--- src/rtl/shift_rows_serial.sv ---
// Byte-serial AES ShiftRows with ping-pong 16-byte banks, 1 byte/cycle in and out.
// Optional SHIFT_ROWS_INV_EN adds inv_in to select the inverse permutation per state.
module shift_rows_serial (
    input  logic       clk,
    input  logic       rst,
    input  logic       in_valid,
    output logic       in_ready,
    input  logic [7:0] in_data,
    output logic       out_valid,
    input  logic       out_ready,
    output logic [7:0] out_data,
    output logic       out_last
`ifdef SHIFT_ROWS_INV_EN
    ,
    input  logic       inv_in
`endif
);

    logic [3:0] wr_cnt_q, wr_cnt_d;
    logic [3:0] rd_cnt_q, rd_cnt_d;
    logic       wr_bank_q, wr_bank_d;
    logic       rd_bank_q, rd_bank_d;
    logic [1:0] full_q, full_d;
    logic [7:0] mem_q [0:1][0:15];
    logic [7:0] mem_d [0:1][0:15];
`ifdef SHIFT_ROWS_INV_EN
    logic [1:0] mode_q, mode_d;
`endif

    logic       wr_fire;
    logic       rd_fire;
    logic [3:0] rd_src;

    // Index is {column, row}; 2-bit column arithmetic gives the mod-4 rotation for free.
    function automatic logic [3:0] fwd_src(input logic [3:0] k);
        return {k[3:2] + k[1:0], k[1:0]};
    endfunction

    function automatic logic [3:0] inv_src(input logic [3:0] k);
        return {k[3:2] - k[1:0], k[1:0]};
    endfunction

    assign in_ready  = !full_q[wr_bank_q];
    assign out_valid = full_q[rd_bank_q];
    assign out_last  = out_valid && (rd_cnt_q == 4'd15);
    assign wr_fire   = in_valid && in_ready;
    assign rd_fire   = out_valid && out_ready;

    always_comb begin
        rd_src = fwd_src(rd_cnt_q);
`ifdef SHIFT_ROWS_INV_EN
        if (mode_q[rd_bank_q]) begin
            rd_src = inv_src(rd_cnt_q);
        end
`endif
    end

    assign out_data = mem_q[rd_bank_q][rd_src];

    always_comb begin
        wr_cnt_d  = wr_cnt_q;
        rd_cnt_d  = rd_cnt_q;
        wr_bank_d = wr_bank_q;
        rd_bank_d = rd_bank_q;
        full_d    = full_q;
        mem_d     = mem_q;
`ifdef SHIFT_ROWS_INV_EN
        mode_d    = mode_q;
`endif

        // Write and read always target different banks, so both updates can land together.
        if (wr_fire) begin
            mem_d[wr_bank_q][wr_cnt_q] = in_data;
`ifdef SHIFT_ROWS_INV_EN
            if (wr_cnt_q == 4'd0) begin
                mode_d[wr_bank_q] = inv_in;
            end
`endif
            wr_cnt_d = wr_cnt_q + 4'd1;
            if (wr_cnt_q == 4'd15) begin
                full_d[wr_bank_q] = 1'b1;
                wr_bank_d         = !wr_bank_q;
            end
        end

        if (rd_fire) begin
            rd_cnt_d = rd_cnt_q + 4'd1;
            if (rd_cnt_q == 4'd15) begin
                full_d[rd_bank_q] = 1'b0;
                rd_bank_d         = !rd_bank_q;
            end
        end
    end

    always_ff @(posedge clk) begin
        if (rst) begin
            wr_cnt_q  <= 4'd0;
            rd_cnt_q  <= 4'd0;
            wr_bank_q <= 1'b0;
            rd_bank_q <= 1'b0;
            full_q    <= 2'b00;
`ifdef SHIFT_ROWS_INV_EN
            mode_q    <= 2'b00;
`endif
        end else begin
            wr_cnt_q  <= wr_cnt_d;
            rd_cnt_q  <= rd_cnt_d;
            wr_bank_q <= wr_bank_d;
            rd_bank_q <= rd_bank_d;
            full_q    <= full_d;
`ifdef SHIFT_ROWS_INV_EN
            mode_q    <= mode_d;
`endif
        end
    end

    // Bank storage is never reset; out_valid masks stale contents.
    always_ff @(posedge clk) begin
        mem_q <= mem_d;
    end

endmodule

--- config.mk ---
export PLATFORM = sky130hd
export DESIGN_NAME = shift_rows_serial
export DESIGN_NICKNAME = d
export VERILOG_FILES = /design/src/rtl/shift_rows_serial.sv
export SDC_FILE = /design/constraint.sdc
export NUM_CORES = 1
export LEC_CHECK = 0
export ABC_AREA = 1
export CORE_UTILIZATION = 56
export CTS_CLUSTER_SIZE = 25
export DETAILED_ROUTE_END_ITERATION = 8
export PLACE_DENSITY = 0.77
export SYNTH_ARGS = -nofsm -noshare
export SYNTH_HDL_FRONTEND = slang
export SYNTH_SLANG_ARGS = --single-unit
--- constraint.sdc ---
create_clock -name clk -period 1.96 [get_ports clk]
set_clock_uncertainty 0.15 [all_clocks]
set_input_delay 0.294 -clock clk [delete_from_list [all_inputs] [get_ports clk]]
set_output_delay 0.294 -clock clk [all_outputs]
set_load 0.01 [all_outputs]
# Word-level counts from Yosys, hierarchy flattened
# Cells that the tools add are included.
op_classes:
  add_sub_neg: 3
  mul: 0
  div: 0
  order_cmp: 10
  n_eq_ne: 2
  shift: 0
  mux: 23
  bitwise_logic: 7
  reduce_logical: 12
ops:
  columns: ["op", "count"]
  rows:
  - ["$mux W128", 4]
  - ["$bwmux W256", 1]
  - ["$demux W128 S1", 1]
  - ["$bmux W8 S4", 1]
  - ["$demux W8 S4", 1]
  - ["$mux W8", 3]
  - ["$ge A5 B5 Y1 const B", 2]
  - ["$not A4 Y5", 2]
  - ["$add A4 B1 Y4 const B", 2]
  - ["$eq A4 B4 Y1 const B", 2]
  - ["$mux W2", 4]
  - ["$logic_and A1 B1 Y1", 7]
  - ["$mux W1", 6]
  - ["$lt A5 B1 Y1 const B", 1]
  - ["$ge A2 B2 Y1 const B", 2]
  - ["$lt A1 B2 Y1 const B", 2]
  - ["$not A1 Y2", 2]
  - ["$reduce_and A2 Y1", 2]
  - ["$logic_not A1 Y1", 3]
  - ["$add A2 B2 Y2", 1]
  - ["$and A2 B2 Y2", 1]
  - ["$demux W1 S1", 2]
  - ["$ge A1 B1 Y1 const B", 2]
  - ["$lt A2 B1 Y1 const B", 1]
  - ["2 further kinds", 2]
totals:
  reg_bits: 268
  latchBits: 0
  ram_bits: 0
  mem_bits_ro: 0
  in_bits: 12
  out_inout_bits: 11
  elab_cells: 94
  mem_count: 0

# Longest topological paths before layout
depth:
  word_depth: 10
  mapped_depth: 11
  mapped_depth_nobuf: 9

# Worst setup path before layout
# Ideal clock, no wire load.
synth_path:
  path_type: "reg2out"
  start: "register rd_cnt_q[2]"
  end: "output out_data[3]"
  arrival_time_ps: 1466
  required_ps: 1516
  path_slack_ps: 50
  stages_incl_launch_ff: 9
  path_buffers: 2
  cell_sequence: "dfxtp_1 -> ha_1 -> buf_2 -> inv_1 -> clkbuf_1 -> nand3_1 -> nand2_1 -> nand2_1 -> nand2_1"
synth_via:
  elab_chain_len: 5
synth_lines:
  columns: ["element", "line_no", "source"]
  rows:
  - ["from (decl)", "20", "logic [3:0] rd_cnt_q, rd_cnt_d;"]
  - ["from (signal assigned)", "107", "rd_cnt_q <= rd_cnt_d;"]
  - ["$add A2 B2 Y2", "36", "return {k[3:2] + k[1:0], k[1:0]};"]
  - ["$not A4 Y5 (implied by the code)", "58", "assign out_data = mem_q[rd_bank_q][rd_src];"]
  - ["$bmux W8 S4", "58", null]
  - ["$mux W8 (implied by the code) (2 in a row)", "58", null]
  - ["to (decl)", "11", "output logic [7:0] out_data,"]
# No other way between the ends. The select of a mux whose other input is x is not followed.

# Final worst setup path
layout_path:
  start: "register rd_bank_q"
  end: "output out_data[0]"
layout_via:
  elab_chain_len: 7
layout_lines:
  columns: ["element", "line_no", "source"]
  rows:
  - ["from (decl)", "22", "logic rd_bank_q, rd_bank_d;"]
  - ["from (signal assigned)", "109", "rd_bank_q <= rd_bank_d;"]
  - ["$not A1 Y2 (implied by the code)", "58", null]
  - ["$mux W128 (implied by the code) (3 in a row)", "58", null]
  - ["$bmux W8 S4", "58", null]
  - ["$mux W8 (implied by the code) (2 in a row)", "58", null]
# No other way between the ends. The select of a mux whose other input is x is not followed.

==> impl_metrics.env <==
export IMPL_gp_congestion=0.8685
export IMPL_crit_required_ns=1.52
export IMPL_vias_per_cell=5.641
export IMPL_cts_buffers=28
export IMPL_hold_class="in2reg"
export IMPL_drt_iter0_drc=1073
export IMPL_drv_cap=0
export IMPL_io_pins=23
export IMPL_violations="setup timing"
export IMPL_fin_ws_ns=-0.6162
export IMPL_cts_tree="done"
export IMPL_clock_latency_ns=0.54
export IMPL_htreeDepth=1
export IMPL_hold_violations=0
export IMPL_ir_drop_v=0.0007371
export IMPL_period_share=1.314
export IMPL_place_port_buffers=22
export IMPL_setup_violations=10
export IMPL_dp_hpwl_um=16650
export IMPL_core_um2=20430
export IMPL_multiInputGateArea_um2=3337
export IMPL_rsz0062_at_grt="true"
export IMPL_ys_ff_latch=268
export IMPL_num_vias=8891
export IMPL_area_growth_pct=26.52
export IMPL_grt_usage=0.2906
export IMPL_clk_pin_slew_ns=0.07
export IMPL_grt_max_degree=33
export IMPL_slew_viol_final=0
export IMPL_start_util=0.5785
export IMPL_drive_above_1_share=0.2221
export IMPL_grt_overflow_total=0
export IMPL_worstSetupPathType="reg2out"
export IMPL_fillers=1314
export IMPL_min_path_cells=2
export IMPL_endpoint_kind="output port"
export IMPL_drc=0
export IMPL_arrival_ns=2.13
export IMPL_syn_inst=1166
export IMPL_p_leak_nw=6.276
export IMPL_power_density_nw_per_um2=801.5
export IMPL_syn_num_nets=1184
export IMPL_diodes=0
export IMPL_yosysSeqAreaShare=0.6708
export IMPL_nNetsFinal=1302
export IMPL_seqCellArea_um2=7941
export IMPL_syn_avg_cell_area_um2=10.14
export IMPL_dieWidth_um=147.3
export IMPL_reg2regPathDepth=11
export IMPL_firstDrtPassIters=6
export IMPL_dp_cells=1497
export IMPL_stdcell_area_um2=14950
export IMPL_dpl_cell_area_um2=12960
export IMPL_clock_fmax_ghz=0.3882
export IMPL_clock_sinks=268
export IMPL_layout_cells_non_filler=1576
export IMPL_die_area_um2=21690
export IMPL_slew_limit_headroom=0.6842
export IMPL_antenna_found_initial=0
export IMPL_path_max_fanout=14
export IMPL_status="finished with violations"
export IMPL_hold_buffers=0
export IMPL_finalCriticalPeriod_ns=2.576
export IMPL_tightest_slew_ns=0.4736
export IMPL_grt_pass1_wl_um=47060
export IMPL_postRouteAntennaNets=0
export IMPL_fin_util=0.7319
export IMPL_netlist_area_um2=11820
export IMPL_grt_pass1_vias=8717
export IMPL_avgRoutedWirePerCell_um=19.97
export IMPL_root_buffer="clkbuf_16"
export IMPL_yosysUniqueCellTypes=28
export IMPL_cts_buffer_depth=3
export IMPL_num_rows=52
export IMPL_critPathLaunchType="register"
export IMPL_die_h_um=147.3
export IMPL_ys_warn_count=0
export IMPL_routed_wirelength_um=31470
## layer usage
| metal | global-route usage | vias up | wire (um) |
|---|---|---|---|
| li1 | - | 4034 | - |
| met1 | 0.3706 | 4175 | 11420 |
| met2 | 0.4849 | 564 | 15320 |
| met3 | 0.05590 | 118 | 3305 |
| met4 | 0.1284 | 0 | 1433 |
| met5 | 0 | - | 0 |
## report_power, final
part | total, W | switching (W) | internal, W | leakage, nW
Combinational | 0.000327 | 0.000230 | 0.0000970 | 3.42
Clock | 0.00534 | 0.00211 | 0.00323 | 0.451
Sequential | 0.00631 | 0.0000143 | 0.00630 | 2.41
Total | 0.0120 | 0.00236 | 0.00962 | 6.28
## synth_stat cells (all sizes together)
cell type,count,area share
o21a,1,0.00064
and2,1,0.00053
or2,8,0.0042
edfxtp,256,0.65
xnor2,1,0.00074
nand4,1,0.00053
ha,6,0.0064
nor3,1,0.00042
buf,48,0.024
a21oi,8,0.0034
inv,182,0.058
nand2,367,0.12
nor2,52,0.018
nand3,205,0.088
clkbuf,8,0.0025
dfxtp,12,0.020
xor2,1,0.00074
o21ai,8,0.0034
## critical path, cell delays in order, from the launching register on
cell and delay [ns]:
dfxtp_4 0.46, inv_12 0.08, buf_12 0.14, buf_16 0.14
nand2_1 0.07, nand2_1 0.07, nand2_2 0.07, nand3_2 0.09
nand3_2 0.10, nand2_2 0.08, nand2_1 0.06, nand2_1 0.07
buf_2 0.14
## layout make-up
cell class,count,area share
Clock buffer,37,0.05054
Timing Repair Buffer,144,0.1143
Clock inverter,15,0.01172
Sequential cell,268,0.5311
Inverter,182,0.04653
Multi-Input combinational cell,660,0.2232
Tap cell,270,0.02259
## state kept, by name, summed over array words and instances (netlist names)
register and flops:
mem_q 256, wr_bank_q 1, rd_cnt_q 4, full_q 2, rd_bank_q 1, wr_cnt_q 4
## worst paths after layout
path                 end  slack [ns]       from
min reg2reg    full_q[1]        0.35  full_q[1]
max          out_data[0]       -0.62  rd_bank_q
min          wr_cnt_q[2]        0.31        rst
max reg2reg  rd_cnt_q[2]        0.11  rd_bank_q
## cell usage in the layout, fill, tap and decap left out, drive strengths merged, types with 2 or more instances in the layout
cell           instances
nand3                205
buf                  127
o21ai                  8
or2                    8
bufinv                 4
inv                  182
clkdlybuf4s50         11
nor2                  52
nand2                367
dfxtp                 12
a21oi                  8
edfxtp               256
clkinv                10
ha                     6
bufbuf                 2
clkbuf                40
## timing repair
item                                    CTS  global route
cloned                                   12             3
pin swaps                                28            36
resized for setup                       135            56
endpoints found under the setup margin   11            16
setup buffers                            12             3
## stage by stage
stage / setup slack, ns / hold slack, ns / power [W] / setup TNS (ns)
2_1_floorplan: 0.04995 / 0.2131 / 0.006538 / 0
3_3_place_gp: -0.3571 / 0.3439 / 0.006741 / -3.428
3_5_place_dp: -0.3844 / 0.3414 / 0.006751 / -5.269
4_1_cts: -0.5748 / 0.2837 / 0.01200 / -4.664
5_1_grt: -0.6716 / 0.3234 / 0.01224 / -5.722
6_report: -0.6162 / 0.3072 / 0.01198 / -5.053
## cells by family (layout without fill, tap and decap cells)
logic type / after synthesis / count (layout) / share of synthesized area
buffers and inverters: 238 / 378 / 0.08491
AO/OA/AOI/OAI: 17 / 17 / 0.007412
adder cells (fa/ha/maj): 6 / 6 / 0.006352
XOR/XNOR: 2 / 2 / 0.001483
AND/OR/NAND/NOR: 635 / 635 / 0.2290
flip-flops: 268 / 268 / 0.6708
Power figures use the tool's default switching activity.
